### src/rtl/mem_arb_pkg.sv
// mem_arb_pkg: shared definitions for the memory arbiter and its neighbours.
//   arb_state_e : arbiter FSM encoding (IDLE=0, ACCESS=1, RESP=2)
//   MODE_*      : MemMode access-size encoding shared with mips and exmemory
package mem_arb_pkg;

  typedef enum logic [1:0] {
    ST_IDLE   = 2'd0,
    ST_ACCESS = 2'd1,
    ST_RESP   = 2'd2
  } arb_state_e;

  localparam logic [1:0] MODE_WORD = 2'd0;
  localparam logic [1:0] MODE_HALF = 2'd1;
  localparam logic [1:0] MODE_BYTE = 2'd2;

endpackage

### src/rtl/rr_pick2.sv
// rr_pick2: two-way round-robin chooser.
//   req0, req1  : pending requests
//   last        : index granted most recently
//   grant_valid : at least one request pending
//   grant_idx   : chosen port (the one that is not last when both request)
module rr_pick2 (
  input  logic req0,
  input  logic req1,
  input  logic last,
  output logic grant_valid,
  output logic grant_idx
);

  assign grant_valid = req0 | req1;
  assign grant_idx   = (req0 & req1) ? ~last : req1;

endmodule

### src/rtl/mem_arbiter.sv
// mem_arbiter: shares the single exmemory port between two bus masters.
// Each transaction runs IDLE -> ACCESS -> RESP; one-cycle ack in RESP.
//   clk, reset               : clock, synchronous active-high reset
//   req/we/mode/addr/wdata 0,1 : master request channels (held until ack)
//   ack0/ack1, rdata0/rdata1 : completion pulse and read data per master
//   mem_we/mem_mode/mem_addr/mem_wdata/mem_rdata : exmemory port
//   busy                     : transaction in flight (ACCESS or RESP)
//
// state  | meaning
// IDLE   | waiting; arbitrates and latches the granted command
// ACCESS | command on memory port, mem_we may be high
// RESP   | address held, read data sampled, ack pulsed
module mem_arbiter
  import mem_arb_pkg::*;
#(
  parameter int ADDR_W = 16,
  parameter int DATA_W = 32
) (
  input  logic              clk,
  input  logic              reset,
  input  logic              req0,
  input  logic              we0,
  input  logic [1:0]        mode0,
  input  logic [ADDR_W-1:0] addr0,
  input  logic [DATA_W-1:0] wdata0,
  input  logic              req1,
  input  logic              we1,
  input  logic [1:0]        mode1,
  input  logic [ADDR_W-1:0] addr1,
  input  logic [DATA_W-1:0] wdata1,
  output logic              ack0,
  output logic              ack1,
  output logic [DATA_W-1:0] rdata0,
  output logic [DATA_W-1:0] rdata1,
  output logic              mem_we,
  output logic [1:0]        mem_mode,
  output logic [ADDR_W-1:0] mem_addr,
  output logic [DATA_W-1:0] mem_wdata,
  input  logic [DATA_W-1:0] mem_rdata,
  output logic              busy
);

  arb_state_e        state_q;
  logic              sel_q;
  logic              last_q;
  logic              we_q;
  logic [1:0]        mode_q;
  logic [ADDR_W-1:0] addr_q;
  logic [DATA_W-1:0] wdata_q;
  logic              mem_we_q;
  logic              busy_q;
  logic              ack0_q;
  logic              ack1_q;
  logic [DATA_W-1:0] rdata0_q;
  logic [DATA_W-1:0] rdata1_q;

  logic grant_valid_d;
  logic grant_idx_d;

  rr_pick2 u_pick (
    .req0        (req0),
    .req1        (req1),
    .last        (last_q),
    .grant_valid (grant_valid_d),
    .grant_idx   (grant_idx_d)
  );

  always_ff @(posedge clk) begin
    if (reset) begin
      state_q  <= ST_IDLE;
      sel_q    <= 1'b0;
      last_q   <= 1'b1;
      we_q     <= 1'b0;
      mode_q   <= MODE_WORD;
      addr_q   <= '0;
      wdata_q  <= '0;
      mem_we_q <= 1'b0;
      busy_q   <= 1'b0;
      ack0_q   <= 1'b0;
      ack1_q   <= 1'b0;
      rdata0_q <= '0;
      rdata1_q <= '0;
    end else begin
      mem_we_q <= 1'b0;
      ack0_q   <= 1'b0;
      ack1_q   <= 1'b0;
      case (state_q)
        ST_IDLE: begin
          if (grant_valid_d) begin
            sel_q    <= grant_idx_d;
            last_q   <= grant_idx_d;
            we_q     <= grant_idx_d ? we1    : we0;
            mode_q   <= grant_idx_d ? mode1  : mode0;
            addr_q   <= grant_idx_d ? addr1  : addr0;
            wdata_q  <= grant_idx_d ? wdata1 : wdata0;
            mem_we_q <= grant_idx_d ? we1    : we0;
            busy_q   <= 1'b1;
            state_q  <= ST_ACCESS;
          end
        end
        ST_ACCESS: begin
          ack0_q  <= ~sel_q;
          ack1_q  <= sel_q;
          state_q <= ST_RESP;
        end
        ST_RESP: begin
          if (sel_q) rdata1_q <= mem_rdata;
          else       rdata0_q <= mem_rdata;
          busy_q  <= 1'b0;
          state_q <= ST_IDLE;
        end
        default: begin
          busy_q  <= 1'b0;
          state_q <= ST_IDLE;
        end
      endcase
    end
  end

  // Memory read data only settles during RESP, so while ack is high the
  // requester sees mem_rdata directly; the register keeps the sampled value.
  assign rdata0    = ack0_q ? mem_rdata : rdata0_q;
  assign rdata1    = ack1_q ? mem_rdata : rdata1_q;
  assign ack0      = ack0_q;
  assign ack1      = ack1_q;
  assign mem_we    = mem_we_q;
  assign mem_mode  = mode_q;
  assign mem_addr  = addr_q;
  assign mem_wdata = wdata_q;
  assign busy      = busy_q;

endmodule

### config.mk
export PLATFORM = sky130hd
export DESIGN_NAME = mem_arbiter
export DESIGN_NICKNAME = d
export VERILOG_FILES = /design/src/rtl/mem_arb_pkg.sv /design/src/rtl/rr_pick2.sv /design/src/rtl/mem_arbiter.sv
export SDC_FILE = /design/constraint.sdc
export NUM_CORES = 1
export LEC_CHECK = 0
export ABC_AREA = 1
export BUFFER_PORTS_ARGS = -buffer_cell sky130_fd_sc_hd__buf_4
export CORE_ASPECT_RATIO = 0.7
export CORE_UTILIZATION = 36
export DETAILED_ROUTE_END_ITERATION = 10
export PLACE_DENSITY = 0.63
export SLEW_MARGIN = 10
export SYNTH_ARGS = -nofsm -noshare
export SYNTH_HDL_FRONTEND = slang
export SYNTH_SLANG_ARGS = --single-unit
### constraint.sdc
create_clock -name clk -period 1.65 [get_ports clk]
set_input_delay 0.165 -clock clk [delete_from_list [all_inputs] [get_ports clk]]
set_output_delay 0.165 -clock clk [all_outputs]
set_load 0.05 [all_outputs]
==> key figures <==
Power
  • VDD IR max: 536.4 uV
  • Leak: 5.129 nW
  • Pwr Density: 1001 mW/mm^2

Critical path
  • Worst EP required: 1.48 ns
  • Startpoint Class: register
  • Worst setup EP type: output port
  • R2R Path Start: state_q[1]
  • Reg2Reg Setup Slack: 0.36 ns
  • Worst Path Arrival: 1.42 ns
  • Crit path max fanout: 16
  • CP Class: reg -> out
  • Reg2reg end: mem_addr[13]
  • Worst reg-to-reg path cell count: 7

Layout
  • Layout Cells excl Fill: 1552
  • Nets@finish: 1448
  • Ratio of cells with drive above 1 in the final layout: 28.77%
  • Layout area overhead: 48.83%
  • N_diodes: 0

Flow run
  • Number of max-cap violations: 0

Min path
  • Hold Path Stages: 3
  • Hold EP: rdata1_q[3]
  • Worst Hold Class: in -> reg
  • Min-delay src: mem_rdata[3]

Global route
  • First-pass GRT wire length: 29840 um
  • Vias in the first global route: 6131
  • GRT Resource Usage Total: 20.19%
  • Antenna violations before repair: 0
  • Largest net degree at the start of global routing: 86
  • Total grt overflow: 0

Yosys
  • Synth warnings: 0
  • Average size of a mapped cell: 6.044 um^2
  • Distinct cells, synth: 18
  • Asr flop ratio synth: 0%
  • Most frequent cells after synthesis: nand2_1, nor2_1, dfxtp_1, inv_1, o21ai_0
  • Top_reg_cell synth: dfxtp_1
  • Synth Instances: 1073
  • Number of flops mapped to enable cells by yosys: 0
  • Post-synthesis cell area: 0.006485 mm^2
  • Cell taking the most area after synthesis: dfxtp_1
  • Flops & latches, synth: 122
  • Count leader, synth: nand2_1
  • Sequential fraction of the synthesis area: 37.66%
  • Syn_nets: 1211
  • Share of the synthesized area in the top cell type: 37.66%
  • Top cells by area, synth: dfxtp_1, nand2_1, nor2_1

Clocking
  • Clock Path Buffers: 2
  • H-tree depth: 4
  • Clock-pin slew on the worst setup and hold paths: 0.05 ns
  • Clk_lat worst skew: 0.41 ns
  • Clock sink count: 122
  • Total CTS buffers: 17
  • Root buf cell: clkbuf_16
  • CTS tree: built

Timing
  • Endpoints failing setup: 0
  • Worst Clk Skew: 0.008705 ns
  • Headroom to the max-slew limit: 70.19%
  • TNS Setup: 0 ns
  • Slew @ Worst Pin: 0.4471 ns
  • Max-slew violation count: 0
  • Setup ws final: 0.06744 ns
  • Period utilization: 95.91%
  • RSZ-0062 raised after global routing: false
  • Final hold violations: 0
  • Fmax achieved: 631.9 MHz
  • Min cycle time layout: 1.583 ns

Detailed routing
  • Drt first pass iters: 5
  • Routed Wire Length: 19600 um
  • DRC viols: 0
  • WL/cell: 12.63 um
  • Vias per cell: 4.485
  • Initial drt markers: 428
  • Post-route ant nets: 0
  • DR vias: 6961

Placed design
  • Hpwl dp: 12650 um
  • Setup WS pre-CTS: 0.2684 ns
  • PortBufs: 255
  • Placed cells: 1503
  • GP Congestion: 0.8094

Floorplan
  • Starting Density: 37.34%
  • Die area: 0.01856 mm^2
  • # rows: 40
  • Core area: 0.01737 mm^2
  • Die Ht: 114.3 um
  • Ports: 256
  • Die X: 162.4 um

Outcome
  • Outcome: finished clean
[routing by layer]
layer	vias up	global-route usage, %	wire length (um)
met2	177	30.63	8411
met3	25	5.505	1235
li1	3713	-	-
met4	0	7.044	301
met5	-	0	0
met1	3046	27.40	9654
[registers in the layout, summed over array words and instances, names as in the netlist]
name	cells
mem_mode	2
ack0	1
state_q	2
mem_wdata	32
busy	1
rdata1_q	32
rdata0_q	32
mem_addr	16
mem_we	1
last_q	1
sel_q	1
ack1	1
[layout make-up]
| class | instances | area (um^2) |
|---|---|---|
| well taps | 231 | 289.0 |
| clock buffers | 21 | 460.4 |
| clock inverters | 9 | 122.6 |
| inverters | 123 | 462.9 |
| repair buffers | 288 | 2412 |
| flip-flops and latches | 122 | 2450 |
| fillers | 1717 | 7715 |
| multi-input cells | 758 | 3455 |
[repair_timing]
action / CTS / global route
gates cloned: 1 / 4
resized for setup: 5 / 1
hold buffers: 13 / 0
setup buffers: 0 / 1
endpoints found under the setup margin: 59 / 48
endpoints found under the hold margin: 16 / 0
[stage by stage]
| step | instance area [um^2] | utilization [%] | hold WS [ns] | power (mW) |
|---|---|---|---|---|
| floorplan | 6735 | - | 0.2341 | 5.093 |
| global placement | 8783 | 50.58 | 0.3465 | 5.918 |
| detailed placement | 8783 | 50.58 | 0.3435 | 5.936 |
| CTS | 9542 | 54.94 | 0.0002568 | 9.735 |
| global route | 9652 | 55.58 | 0.01364 | 10.13 |
| finish | 9652 | 55.58 | 0.01276 | 9.666 |
[cell usage in the layout (no fill, tap or decap), types with 3 or more instances in the layout]
master / Yosys / routed
buf_4: 2 / 259
nor2_1: 232 / 232
clkinv_2: 0 / 6
nand2_1: 350 / 349
nand3_1: 53 / 53
o21ai_2: 0 / 64
a21boi_0: 21 / 21
dlygate4sd3_1: 0 / 13
clkbuf_16: 0 / 21
a21boi_1: 29 / 29
nand2_2: 4 / 5
dfxtp_1: 122 / 120
buf_12: 0 / 8
bufinv_16: 0 / 3
inv_1: 120 / 120
[critical path, cell delays in order, from the launching register on]
cell and delay [ns]:
dfxtp_4 0.43, clkbuf_16 0.22, nand2_1 0.08, o21ai_2 0.06, buf_4 0.21
[kinds of logic (layout without fill, tap and decap cells)]
kind of cell           count (synthesis)  after routing  share of synthesized area [%]
buffers and inverters                193            441                          12.81
AO/OA/AOI/OAI                        116            116                          10.88
flip-flops                           122            122                          37.66
AND/OR/NAND/NOR                      642            642                          38.65
[how the worst max path moves through the flow]
stage               cells past startpoint  startpoint            to  slack, ns
finish                                  4        ack0     rdata0[8]       0.07
global route                            4        ack1    rdata1[17]       0.01
CTS                                     4        ack1    rdata1[28]      0.003
detailed placement                      7        req1  mem_addr[13]       0.27
global placement                        7        req1   mem_addr[9]       0.33
floorplan                               3        ack0    rdata0[10]       0.13
[report_power, final]
group | switching, mW | total [mW] | internal, mW
combinational | 1.74 | 2.67 | 0.930
sequential | 0.103 | 3.27 | 3.16
clock | 1.31 | 3.73 | 2.42
total | 3.15 | 9.67 | 6.51
Power figures use the tool's default switching activity.
